## src/rtl/fir_dec_pkg.sv

```systemverilog
// Shared definitions for the FIR decimator output stage.
//   clog2 / acc_w : width helpers for the accumulator and counters
//   OUT_MAX/OUT_MIN: clamp limits for the default 12-bit output
//   sat_t/saturate: clamp a wide signed value to a signed width, flag clipping
package fir_dec_pkg;

  localparam int IN_W_D  = 20;
  localparam int OUT_W_D = 12;
  localparam int DEC_D   = 4;

  function automatic int clog2(input int v);
    int r;
    int x;
    r = 0;
    x = v - 1;
    while (x > 0) begin
      r++;
      x = x >> 1;
    end
    return r;
  endfunction

  // Accumulator is wide enough that DEC full-scale samples never wrap.
  function automatic int acc_w(input int in_w, input int dec);
    return in_w + clog2(dec);
  endfunction

  function automatic logic signed [63:0] out_max(input int w);
    return (64'sd1 <<< (w - 1)) - 64'sd1;
  endfunction

  function automatic logic signed [63:0] out_min(input int w);
    return -(64'sd1 <<< (w - 1));
  endfunction

  localparam int                 ACC_W_D = acc_w(IN_W_D, DEC_D);
  localparam logic signed [63:0] OUT_MAX = out_max(OUT_W_D);
  localparam logic signed [63:0] OUT_MIN = out_min(OUT_W_D);

  typedef struct packed {
    logic               clip;
    logic signed [63:0] val;
  } sat_t;

  function automatic sat_t saturate(input logic signed [63:0] v, input int w);
    sat_t r;
    r.clip = 1'b0;
    r.val  = v;
    if (v > out_max(w)) begin
      r.clip = 1'b1;
      r.val  = out_max(w);
    end else if (v < out_min(w)) begin
      r.clip = 1'b1;
      r.val  = out_min(w);
    end
    return r;
  endfunction

endpackage

```

## src/rtl/fir_dec_fifo.sv

```systemverilog
// Synchronous FIFO with a registered head word.
//   push/wdata : write (caller only pushes when not full, or full with pop)
//   pop        : read-advance (caller only pops when not empty)
//   rdata      : registered head, stable while no pop
//   full/empty/level : occupancy
// Same-cycle push+pop on a full FIFO keeps the level at DEPTH.
module fir_dec_fifo
  import fir_dec_pkg::*;
#(
  parameter int W     = 12,
  parameter int DEPTH = 4
) (
  input  logic                    clk,
  input  logic                    rst_n,
  input  logic                    push,
  input  logic [W-1:0]            wdata,
  input  logic                    pop,
  output logic [W-1:0]            rdata,
  output logic                    full,
  output logic                    empty,
  output logic [clog2(DEPTH):0]   level
);

  localparam int AW = clog2(DEPTH);
  localparam int LW = AW + 1;

  logic [DEPTH-1:0][W-1:0] mem;
  logic [AW-1:0]           wr_ptr, rd_ptr, rd_nxt;
  logic [LW-1:0]           cnt;
  logic [W-1:0]            head;

  assign rd_nxt = rd_ptr + AW'(1);
  assign full   = (cnt == LW'(DEPTH));
  assign empty  = (cnt == '0);
  assign level  = cnt;
  assign rdata  = head;

  always_ff @(posedge clk) begin
    if (push) mem[wr_ptr] <= wdata;
  end

  always_ff @(posedge clk or negedge rst_n) begin
    if (!rst_n) begin
      wr_ptr <= '0;
      rd_ptr <= '0;
      cnt    <= '0;
      head   <= '0;
    end else begin
      if (push) wr_ptr <= wr_ptr + AW'(1);
      if (pop)  rd_ptr <= rd_nxt;
      cnt <= cnt + LW'(push) - LW'(pop);
      // Head tracks the entry that will be at rd_ptr after this edge.
      // With >1 entries the next word is already in mem; with exactly one
      // entry it can only come from a simultaneous push.
      if (pop) begin
        if (cnt > LW'(1))  head <= mem[rd_nxt];
        else if (push)     head <= wdata;
      end else if (empty && push) begin
        head <= wdata;
      end
    end
  end

endmodule

```

## src/rtl/fir_decim_out.sv

```systemverilog
// Boxcar decimator (accumulate-and-dump by DEC) feeding a small output FIFO.
// Dump sum is shifted right by SHIFT, saturated to OUT_W, then pushed.
//   clk, rst_n        : clock, async active-low reset
//   in_valid, in_data : free-running signed FIR samples (no backpressure)
//   out_valid/out_ready/out_data : FIFO head handshake
//   fifo_level        : entries held
//   sat_pulse         : one cycle after a clipped result was pushed
//   ovf_sticky/ovf_clr: result dropped on full FIFO / synchronous clear
// Build option: FIR_DEC_ROUND_EN selects round-half-up instead of floor.
module fir_decim_out
  import fir_dec_pkg::*;
#(
  parameter int IN_W  = 20,
  parameter int OUT_W = 12,
  parameter int DEC   = 4,
  parameter int SHIFT = 2,
  parameter int DEPTH = 4
) (
  input  logic                   clk,
  input  logic                   rst_n,
  input  logic                   in_valid,
  input  logic [IN_W-1:0]        in_data,
  output logic                   out_valid,
  input  logic                   out_ready,
  output logic [OUT_W-1:0]       out_data,
  output logic [clog2(DEPTH):0]  fifo_level,
  output logic                   sat_pulse,
  output logic                   ovf_sticky,
  input  logic                   ovf_clr
);

  localparam int ACC_W = acc_w(IN_W, DEC);
  localparam int PH_W  = clog2(DEC);

`ifdef FIR_DEC_ROUND_EN
  localparam logic signed [63:0] RND = (SHIFT > 0) ? (64'sd1 <<< ((SHIFT > 0) ? SHIFT - 1 : 0)) : 64'sd0;
`else
  localparam logic signed [63:0] RND = 64'sd0;
`endif

  logic signed [ACC_W-1:0] acc, in_sx, sum;
  logic [PH_W-1:0]         phase;
  logic                    dump, pop, push_ok, drop;
  logic                    full, empty;
  logic signed [63:0]      sum64, scaled;
  sat_t                    sr;
  logic                    unused_hi;

  assign in_sx = {{(ACC_W-IN_W){in_data[IN_W-1]}}, in_data};
  assign sum   = acc + in_sx;
  assign dump  = in_valid && (phase == PH_W'(DEC - 1));

  // 64-bit working width: the rounding add can never wrap.
  assign sum64  = {{(64-ACC_W){sum[ACC_W-1]}}, sum};
  assign scaled = (sum64 + RND) >>> SHIFT;
  assign sr     = saturate(scaled, OUT_W);
  assign unused_hi = ^sr.val[63:OUT_W];

  assign out_valid = !empty;
  assign pop       = out_valid && out_ready;
  // A full FIFO still accepts the dump if the head leaves on the same edge.
  assign push_ok   = dump && (!full || pop);
  assign drop      = dump && full && !pop;

  always_ff @(posedge clk or negedge rst_n) begin
    if (!rst_n) begin
      acc   <= '0;
      phase <= '0;
    end else if (in_valid) begin
      if (dump) begin
        acc   <= '0;
        phase <= '0;
      end else begin
        acc   <= sum;
        phase <= phase + PH_W'(1);
      end
    end
  end

  always_ff @(posedge clk or negedge rst_n) begin
    if (!rst_n) begin
      sat_pulse  <= 1'b0;
      ovf_sticky <= 1'b0;
    end else begin
      sat_pulse <= push_ok && sr.clip;
      if (drop)         ovf_sticky <= 1'b1;
      else if (ovf_clr) ovf_sticky <= 1'b0;
    end
  end

  fir_dec_fifo #(.W(OUT_W), .DEPTH(DEPTH)) u_fifo (
    .clk   (clk),
    .rst_n (rst_n),
    .push  (push_ok),
    .wdata (sr.val[OUT_W-1:0]),
    .pop   (pop),
    .rdata (out_data),
    .full  (full),
    .empty (empty),
    .level (fifo_level)
  );

endmodule
```

## config.mk

```make
export PLATFORM = sky130hd
export DESIGN_NAME = fir_decim_out
export DESIGN_NICKNAME = d
export VERILOG_FILES = /design/src/rtl/fir_dec_pkg.sv /design/src/rtl/fir_dec_fifo.sv /design/src/rtl/fir_decim_out.sv
export SDC_FILE = /design/constraint.sdc
export NUM_CORES = 1
export LEC_CHECK = 0
export CAP_MARGIN = 0
export CORE_ASPECT_RATIO = 1.75
export CORE_MARGIN = 10
export CORE_UTILIZATION = 50
export CTS_BUF_LIST = sky130_fd_sc_hd__clkbuf_2
export DETAILED_ROUTE_END_ITERATION = 8
export PLACE_DENSITY = 0.75
export SYNTH_ARGS = -nofsm -noshare
export SYNTH_HDL_FRONTEND = slang
export SYNTH_SLANG_ARGS = --single-unit
```

## constraint.sdc

```tcl
create_clock -name clk -period 4.9 [get_ports clk]
set_input_delay 0.98 -clock clk [delete_from_list [all_inputs] [get_ports clk]]
set_output_delay 0.98 -clock clk [all_outputs]
set_load 0.02 [all_outputs]
```

==> results of run 1 <==
[per-stage QoR]
step	setup WS (ns)	hold slack [ns]	cells
after CTS	0.775	0.511	603
after global placement	0.405	0.466	587
final	0.727	0.504	604
after floorplan	1.27	0.457	432
after detailed placement	0.183	0.474	587
after global routing	0.546	0.532	604
[final cells by class]
cell class / instances / area (um2)
inverters: 20 / 75.1
clock buffers: 9 / 45.0
fillers: 839 / 4100
well taps: 125 / 156
repair buffers: 52 / 490
diodes: 1 / 2.50
clock inverters: 7 / 120
flip-flops and latches: 93 / 2570
multi-input cells: 297 / 2360
[cell usage after synthesis (all sizes together) (2+ instances only)]
| library cell | number | share of area |
|---|---|---|
| a211oi | 3 | 0.0044 |
| a21boi | 3 | 0.0051 |
| a21o | 7 | 0.010 |
| a21oi | 17 | 0.017 |
| a22o | 6 | 0.010 |
| a22oi | 11 | 0.016 |
| a311oi | 2 | 0.0047 |
| a31o | 3 | 0.0052 |
| a31oi | 6 | 0.0074 |
| and2 | 12 | 0.015 |
| and3 | 2 | 0.0025 |
| buf | 8 | 0.010 |
| clkbuf | 14 | 0.010 |
| dfrtp | 45 | 0.22 |
| edfxtp | 48 | 0.28 |
| fa | 2 | 0.0078 |
| ha | 30 | 0.074 |
| inv | 20 | 0.015 |
| mux2i | 5 | 0.0098 |
| mux4 | 12 | 0.053 |
| nand2 | 16 | 0.012 |
| nand2b | 9 | 0.013 |
| nand3 | 8 | 0.0078 |
| nand4 | 5 | 0.0061 |
| nor2 | 19 | 0.014 |
| nor2b | 3 | 0.0037 |
| nor3 | 11 | 0.011 |
| nor4 | 2 | 0.0025 |
| o211ai | 4 | 0.0069 |
| o21a | 3 | 0.0044 |
| o21ai | 37 | 0.043 |
| o22ai | 4 | 0.0049 |
| o2bb2ai | 15 | 0.026 |
| or2 | 2 | 0.0025 |
| or3 | 5 | 0.0061 |
| xnor2 | 6 | 0.010 |
| xor2 | 12 | 0.021 |
[worst paths after layout]
check                            from            end  cells after the start
min reg2reg                  phase[0]       phase[0]                      1
max in group asynchronous       rst_n         acc[4]                      1
min                          phase[0]       phase[0]                      1
max reg2reg                    acc[0]  u_fifo.mem[0]                     11
min in group asynchronous       rst_n         acc[0]                      1
max                        in_data[0]  u_fifo.mem[0]                     12
[routing by layer]
metal,global-route usage,up-vias,routed length (um)
li1,-,1728,-
met1,0.180,1830,4410
met2,0.313,90,6720
met3,0.0327,17,495
met4,0.0702,0,284
met5,0,-,0
[critical path: stages]
cell,delay [ns]
clkdlybuf4s50_1,0.46
ha_1,0.16
inv_1,0.06
fa_1,0.40
nand2b_1,0.18
a21oi_1,0.29
o21ai_1,0.16
o211a_1,0.23
nor3_1,0.36
o2111ai_1,0.18
o41a_1,0.57
o21ai_0,0.47
[cell families after synthesis]
logic type / synth area share
multiplexers: 0.0650
adder cells (fa/ha/maj): 0.0814
flip-flops: 0.503
buffers and inverters: 0.0351
AND/OR/NAND/NOR: 0.103
AO/OA/AOI/OAI: 0.182
XOR/XNOR: 0.0309
[power by group through the flow]
stage | Clock [mW] | Sequential [mW] | Combinational [mW]
after global placement | 0 | 1.38 | 2.15
after detailed placement | 0 | 1.39 | 2.23
after floorplan | 0 | 1.39 | 1.53
after CTS | 0.507 | 1.37 | 2.25
final | 0.499 | 1.37 | 2.25
after global routing | 0.535 | 1.41 | 2.48
[flip-flops by register name, indices dropped and copies added (netlist names)]
register       count
sat_pulse          1
u_fifo.mem        48
acc               22
u_fifo.rd_ptr      2
u_fifo.level       3
ovf_sticky         1
u_fifo.wr_ptr      2
phase              2
u_fifo.rdata      12
==> run_results.csv, run 1 <==
group,metric,value,unit
pwr,intPower,2.35,mW
floorplanning,start_util,0.515,
grt,grt_pass1_wl,19.8,mm
run_status,status,"finished, final reports clean",
logic_synthesis,ys.flop_type,"edfxtp_1",
route,drt-total-wl,11.9,mm
sta,maxSlewViolCount,0,
logic_synthesis,ys_types,61,
floorplanning,die_y,154,um
sta,slew-limit-headroom,0.245,
floorplanning,die_x,96.4,um
clocking,cts_buffer_depth,2,
job,drv_cap,0,
sta,timing.fmax,240,MHz
logic_synthesis,ys_seq_elements,93,
pwr,p_leak,2.28,nW
route,drt-pass1-iter-count,4,
pwr,switchingPower,1.77,mW
pwr,power_frac_clock,0.121,
pwr,finalPower,4.12,mW
logic_synthesis,syn-cell-area,5100,um2
sta,setup_tns,0,ns
grt,grt_antenna_before_repair,1,
cells_and_area,final_cell_mix,"48 x edfxtp_1, 45 x dfrtp_1, 41 x clkdlybuf4s50_1, 30 x ha_1, 20 x inv_1",
worst_setup_path,worst_setup_path_start_kind,"input port",
logic_synthesis,yosys_warnings,0,
cells_and_area,nets,530,
worst_setup_path,worstSetupPathType,"input port to flip-flop",
sta,finalCritPeriodShare,0.852,
worst_setup_path,crit_path_max_fanout,13,
clocking,cts.clk_slew.worst_paths,0.26,ns
grt,track_usage,0.171,
sta,hold_viol,0,
clocking,clock_latency,0.59,ns
floorplanning,die_area,14800,um2
worst_setup_path,required,5.24,ns
sta,rsz0062_at_grt,"no",
clocking,htree_levels,3,
place,io_buffers,42,
cells_and_area,layout_commonest_cell,"edfxtp_1",
logic_synthesis,seq_area_frac_synth,0.503,
route,post-route-drc-count,0,
clocking,postCtsHoldBufs,0,
pwr,pwr-share-comb,0.546,
pwr,p_sw_frac,0.429,
sta,worst_slew_pin_slew,1.13,ns
clocking,cts.root.buffer_cell,"clkbuf_2",
floorplanning,rows,48,
route,ant_nets,0,
sta,clock_skew,0.0239,ns
logic_synthesis,syn-num-nets,489,
place,place_area,5650,um2
floorplanning,io_pins,43,
clocking,cts_buffers,9,
route,drt_iter0_drc,258,
grt,grt_max_degree,46,
place,dp_hpwl,8.62,mm
logic_synthesis,postSynthAreaPerCell,11.8,um2
worst_setup_path,crit_arrival,4.52,ns
pwr,power_frac_seq,0.333,
cells_and_area,stdcell_area,5810,um2
pwr,p_per_area,709,nW/um2
grt,grt_overflow_total,0,
logic_synthesis,synthCells,432,
worst_setup_path,crit_path_end_kind,"flip-flop",
route,wire_per_inst,19.7,um
clocking,cts_setup_buffers,0,
route,vias_per_cell,6.07,
clocking,ctsResizeCount,0,
cells_and_area,drive_above_1_share,0.119,
route,vias,3665,
logic_synthesis,async_flop_share,0.484,
sta,setup_viol,0,
logic_synthesis,synth_edf_count,48,
floorplanning,core_area,9910,um2
worst_setup_path,reg2reg_setup_slack,1.17,ns
clocking,clock-sinks,93,
place,gp_congestion,0.893,
cells_and_area,final_util,0.587,
worst_hold_path,hold_path_class,"flip-flop to flip-flop",
grt,grt_pass1_vias,3949,
sta,min_period,4.17,ns
clocking,cts_tree,"done",
cells_and_area,syn2layout_area_growth,13.9,%
pwr,ir_drop,0.359,mV
(Power assumes the default switching activity.)
==> inputs of run 2 (changes only) <==
--- a/config.mk
+++ b/config.mk
@@ -7,7 +7,7 @@
 export LEC_CHECK = 0
 export CAP_MARGIN = 0
 export CORE_ASPECT_RATIO = 1.75
-export CORE_MARGIN = 10
+export CORE_MARGIN = 1.5
 export CORE_UTILIZATION = 50
 export CTS_BUF_LIST = sky130_fd_sc_hd__clkbuf_2
 export DETAILED_ROUTE_END_ITERATION = 8
==> run_results.csv, run 2 (same netlist as run 1, synthesis figures left out) <==
group,metric,value,unit
run_status,status,"finished, final reports clean",
grt,grt_overflow_total,0,
place,gp_congestion,0.907,
clocking,cts_buffer_depth,2,
clocking,htree_levels,3,
route,post-route-drc-count,0,
clocking,cts.root.buffer_cell,"clkbuf_2",
clocking,cts_tree,"done",
sta,setup_tns,0,ns
grt,track_usage,0.228,
grt,grt_max_degree,46,
cells_and_area,regMostFlops,"u_fifo.mem",
worst_setup_path,worst_setup_path_start_kind,"input port",
worst_setup_path,required,5.26,ns
worst_setup_path,crit_path_max_fanout,8,
sta,hold_viol,0,
route,drt_iter0_drc,177,
clocking,cts_buffers,9,
pwr,finalPower,3.94,mW
clocking,clock-sinks,93,
pwr,p_per_area,687,nW/um2
worst_setup_path,path_cells,"clkdlybuf4s50_1, ha_1, inv_1, fa_1, nand2b_1, a21oi_1, o21ai_1, o211a_1, nor3_1, o2111ai_1, o41a_1, buf_12, o21ai_1",
cells_and_area,drive_above_1_share,0.113,
route,vias_per_cell,5.94,
sta,setup_viol,0,
floorplanning,start_util,0.515,
grt,grt_pass1_vias,3769,
place,dp_hpwl,8.36,mm
route,drt-pass1-iter-count,5,
floorplanning,rows,48,
worst_hold_path,hold_path_class,"flip-flop to flip-flop",
sta,finalCritPeriodShare,0.816,
worst_setup_path,crit_path_end_kind,"flip-flop",
sta,slew-limit-headroom,0.276,
worst_setup_path,crit_arrival,4.36,ns
clocking,cts_setup_buffers,0,
floorplanning,core_area,9910,um2
job,drv_cap,0,
grt,grt_antenna_before_repair,1,
worst_hold_path,hold-path-cell-count,1,
route,vias,3582,
route,drt-total-wl,11.2,mm
route,wire_per_inst,18.6,um
sta,maxSlewViolCount,0,
clocking,clock_latency,0.55,ns
grt,grt_pass1_wl,18.7,mm
sta,worst_slew_pin_slew,1.09,ns
worst_setup_path,slowest_delay,0.46,ns
pwr,p_leak,2.25,nW
pwr,ir_drop,0.375,mV
floorplanning,die_y,137,um
floorplanning,io_pins,43,
cells_and_area,largest_register_ffs,48,
worst_setup_path,rr_worst_depth,12,
sta,min_period,4.00,ns
clocking,postCtsHoldBufs,0,
clocking,ctsResizeCount,0,
sta,timing.fmax,250,MHz
cells_and_area,layout_commonest_cell,"edfxtp_1",
floorplanning,die_area,10800,um2
cells_and_area,syn2layout_area_growth,12.5,%
cells_and_area,nets,529,
worst_setup_path,worstSetupPathType,"input port to flip-flop",
place,io_buffers,42,
worst_setup_path,cpMaxStageDelayCell,"clkdlybuf4s50_1",
route,ant_nets,0,
sta,clock_skew,0.0234,ns
floorplanning,die_x,79.4,um
worst_setup_path,crit_top_cell,"o21ai_1",
cells_and_area,final_cell_mix,"48 x edfxtp_1, 45 x dfrtp_1, 41 x clkdlybuf4s50_1, 30 x ha_1, 20 x inv_1",
sta,rsz0062_at_grt,"no",
clocking,cts.clk_slew.worst_paths,0.23,ns
-- run 2: through the flow --
step           worst slack, ns   util  cell area (um2)  cells  hold slack, ns
3_3_place_gp             0.454  0.570             5650    586           0.465
5_1_grt                  0.614  0.579             5740    603           0.538
3_5_place_dp             0.313  0.570             5650    586           0.478
2_1_floorplan             1.27      -             5100    432           0.457
4_1_cts                  0.918  0.579             5740    602           0.516
6_report                 0.903  0.579             5740    603           0.509
-- run 2: metal layers --
| metal | GRT usage | part of all wire | vias up |
|---|---|---|---|
| met5 | 0 | 0 | - |
| met4 | 0.0984 | 0.023 | 0 |
| met3 | 0.0340 | 0.030 | 17 |
| met2 | 0.421 | 0.56 | 96 |
| met1 | 0.257 | 0.39 | 1738 |
| li1 | - | - | 1731 |
-- run 2: layout make-up --
cell class,count,area [um2]
Timing Repair Buffer,51,495
Antenna cell,1,2.50
Fill cell,841,4170
Sequential cell,93,2570
Clock inverter,6,37.5
Inverter,20,75.1
Clock buffer,10,50.0
Tap cell,125,156
Multi-Input combinational cell,297,2360
-- run 2: power by group --
part           leakage (nW)  switching [mW]  total, mW  internal [mW]
sequential            0.976           0.174       1.37           1.19
combinational          1.21            1.29       2.25          0.954
clock                0.0578           0.262      0.331         0.0688
-- run 2: final timing paths --
kind	slack, ns	end	startpoint
hold / removal	0.51	phase[0]	phase[0]
setup reg to reg	1.40	u_fifo.mem[41]	acc[0]
setup / recovery	0.90	u_fifo.mem[41]	in_data[0]
min in group asynchronous	0.59	u_fifo.rdata[8]	rst_n
hold reg to reg	0.51	phase[0]	phase[0]
max in group asynchronous	3.65	acc[13]	rst_n
-- run 2: worst max-delay path: cells and delay by family --
| family | cells | cell delay (ns) |
|---|---|---|
| compound gates | 6 | 1.58 |
| fa+ha+maj | 2 | 0.56 |
| buf+inv | 3 | 0.70 |
| simple gates | 2 | 0.55 |
==> inputs of run 3 (changes only) <==
==> constraint.sdc (replaced) <==
create_clock -name clk -period 4.1 [get_ports clk]
set_input_delay 0.82 -clock clk [delete_from_list [all_inputs] [get_ports clk]]
set_output_delay 0.82 -clock clk [all_outputs]
set_load 0.02 [all_outputs]
==> run_results.csv, run 3 (same netlist as run 1, synthesis figures left out) <==
group,metric,value,unit
worst_setup_path,startpoint,"in_data[0]",
clocking,cts_buffer_depth,2,
cells_and_area,final_cell_mix,"48 x edfxtp_1, 45 x dfrtp_1, 41 x clkdlybuf4s50_1, 33 x buf_4, 30 x ha_1",
cells_and_area,drive_above_1_share,0.154,
route,drt-total-wl,11.6,mm
clocking,htree_levels,3,
cells_and_area,largest_register_ffs,48,
sta,finalCritPeriodShare,0.946,
worst_setup_path,crit_path_end_kind,"flip-flop",
clocking,cts.root.buffer_cell,"clkbuf_2",
run_status,status,"finished, final reports clean",
pwr,finalPower,4.91,mW
sta,setup_viol,0,
sta,setup_tns,0,ns
pwr,p_per_area,830,nW/um2
place,dp.cells,611,
grt,grt_pass1_wl,19.0,mm
route,vias_per_cell,5.89,
cells_and_area,layout_commonest_cell,"edfxtp_1",
worst_setup_path,crit_arrival,4.20,ns
worst_setup_path,reg2reg_setup_slack,0.60,ns
place,gp_congestion,0.937,
worst_setup_path,worstSetupPathType,"input port to flip-flop",
worst_setup_path,crit_path_max_fanout,5,
worst_setup_path,crit_end,"u_fifo.mem[12]",
sta,timing.fmax,258,MHz
worst_setup_path,rr_worst_depth,12,
route,drt_iter0_drc,202,
cells_and_area,ff_latch_area,2570,um2
job,drv_cap,0,
floorplanning,start_util,0.515,
cells_and_area,syn2layout_area_growth,16.0,%
cells_and_area,final_cells,627,
clocking,postCtsHoldBufs,0,
grt,grt_pass1_vias,3889,
sta,rsz0062_at_grt,"no",
worst_setup_path,regToRegEndpoint,"u_fifo.mem[12]",
floorplanning,die_x,79.4,um
pwr,p_leak,2.36,nW
grt,grt_max_degree,46,
pwr,ir_drop,0.414,mV
sta,worst_slew_pin_slew,0.839,ns
sta,min_period,3.88,ns
worst_setup_path,worst_setup_path_start_kind,"input port",
floorplanning,die_area,10800,um2
place,pre_cts_slack,-0.287,ns
cells_and_area,nets,554,
route,ant_nets,0,
floorplanning,die_y,137,um
clocking,cts_setup_buffers,0,
clocking,cts_tree,"done",
cells_and_area,stdcell_area,5920,um2
cells_and_area,multi_input_area,2360,um2
place,io_buffers,42,
clocking,cts.clk_slew.worst_paths,0.24,ns
worst_setup_path,rr_startpoint,"acc[0]",
worst_setup_path,required,4.43,ns
clocking,cts_buffers,9,
grt,grt_antenna_before_repair,1,
sta,clock_skew,0.0242,ns
clocking,ctsResizeCount,0,
cells_and_area,regMostFlops,"u_fifo.mem",
place,place_area,5840,um2
grt,track_usage,0.233,
grt,grt_overflow_total,0,
cells_and_area,fillers,825,
sta,timing.final.ws_setup,0.223,ns
route,drt-pass1-iter-count,5,
sta,hold_viol,0,
clocking,clock-sinks,93,
sta,maxSlewViolCount,0,
floorplanning,rows,48,
route,wire_per_inst,18.5,um
route,vias,3692,
clocking,clock_latency,0.53,ns
floorplanning,core_area,9910,um2
sta,slew-limit-headroom,0.440,
worst_hold_path,hold_path_class,"input port to async pin",
route,post-route-drc-count,0,
place,dp_hpwl,8.64,mm
floorplanning,io_pins,43,
-- run 3: cell types whose count changed in the layout (fill, tap and decap cells not counted) --
cell      change
clkinv_1      +1
clkinv_2      -1
buf_4        +25
inv_6         -1
-- run 3: worst min path at each step --
stage,start,depth (start not counted),slack [ns],end
finish,rst_n,2,0.30,phase[0]
global route,rst_n,2,0.34,phase[1]
CTS,rst_n,2,0.32,phase[0]
detailed placement,phase[0],1,0.48,phase[0]
global placement,u_fifo.rdata[11],2,0.47,u_fifo.rdata[11]
floorplan,phase[0],1,0.46,phase[0]
-- run 3: final cells by class --
type / instances / area share
Timing Repair Buffer: 76 / 0.115
Clock inverter: 5 / 0.00465
Sequential cell: 93 / 0.434
Tap cell: 125 / 0.0264
Multi-Input combinational cell: 297 / 0.398
Inverter: 20 / 0.0127
Clock buffer: 10 / 0.00846
Antenna cell: 1 / 0.000423
-- run 3: routing by layer --
layer  vias up  track usage  wire length (um)
met5         -            0                 0
met4         0       0.0984               280
met3        20       0.0320               398
met2        98        0.438              6620
met1      1797        0.256              4290
li1       1777            -                 -
-- run 3: where the power goes --
part / internal (mW) / total [mW] / switching (mW)
sequential: 1.42 / 1.63 / 0.211
combinational: 1.30 / 2.90 / 1.60
clock: 0.0755 / 0.371 / 0.296
total: 2.80 / 4.91 / 2.11
-- run 3: critical path: stages --
cell and delay (ns):
clkdlybuf4s50_1 0.48, ha_1 0.18, inv_1 0.05, fa_1 0.38
nand2b_1 0.18, a21oi_1 0.25, o21ai_1 0.15, o211a_1 0.22
nor3_1 0.36, o2111ai_1 0.21, o41a_1 0.41, buf_4 0.18
o21ai_0 0.33
-- run 3: stage by stage --
| stage | hold WS, ns | util |
|---|---|---|
| final | 0.304 | 0.597 |
| after global routing | 0.339 | 0.597 |
| after CTS | 0.320 | 0.597 |
| after detailed placement | 0.481 | 0.589 |
| after global placement | 0.466 | 0.589 |
| after floorplan | 0.457 | - |
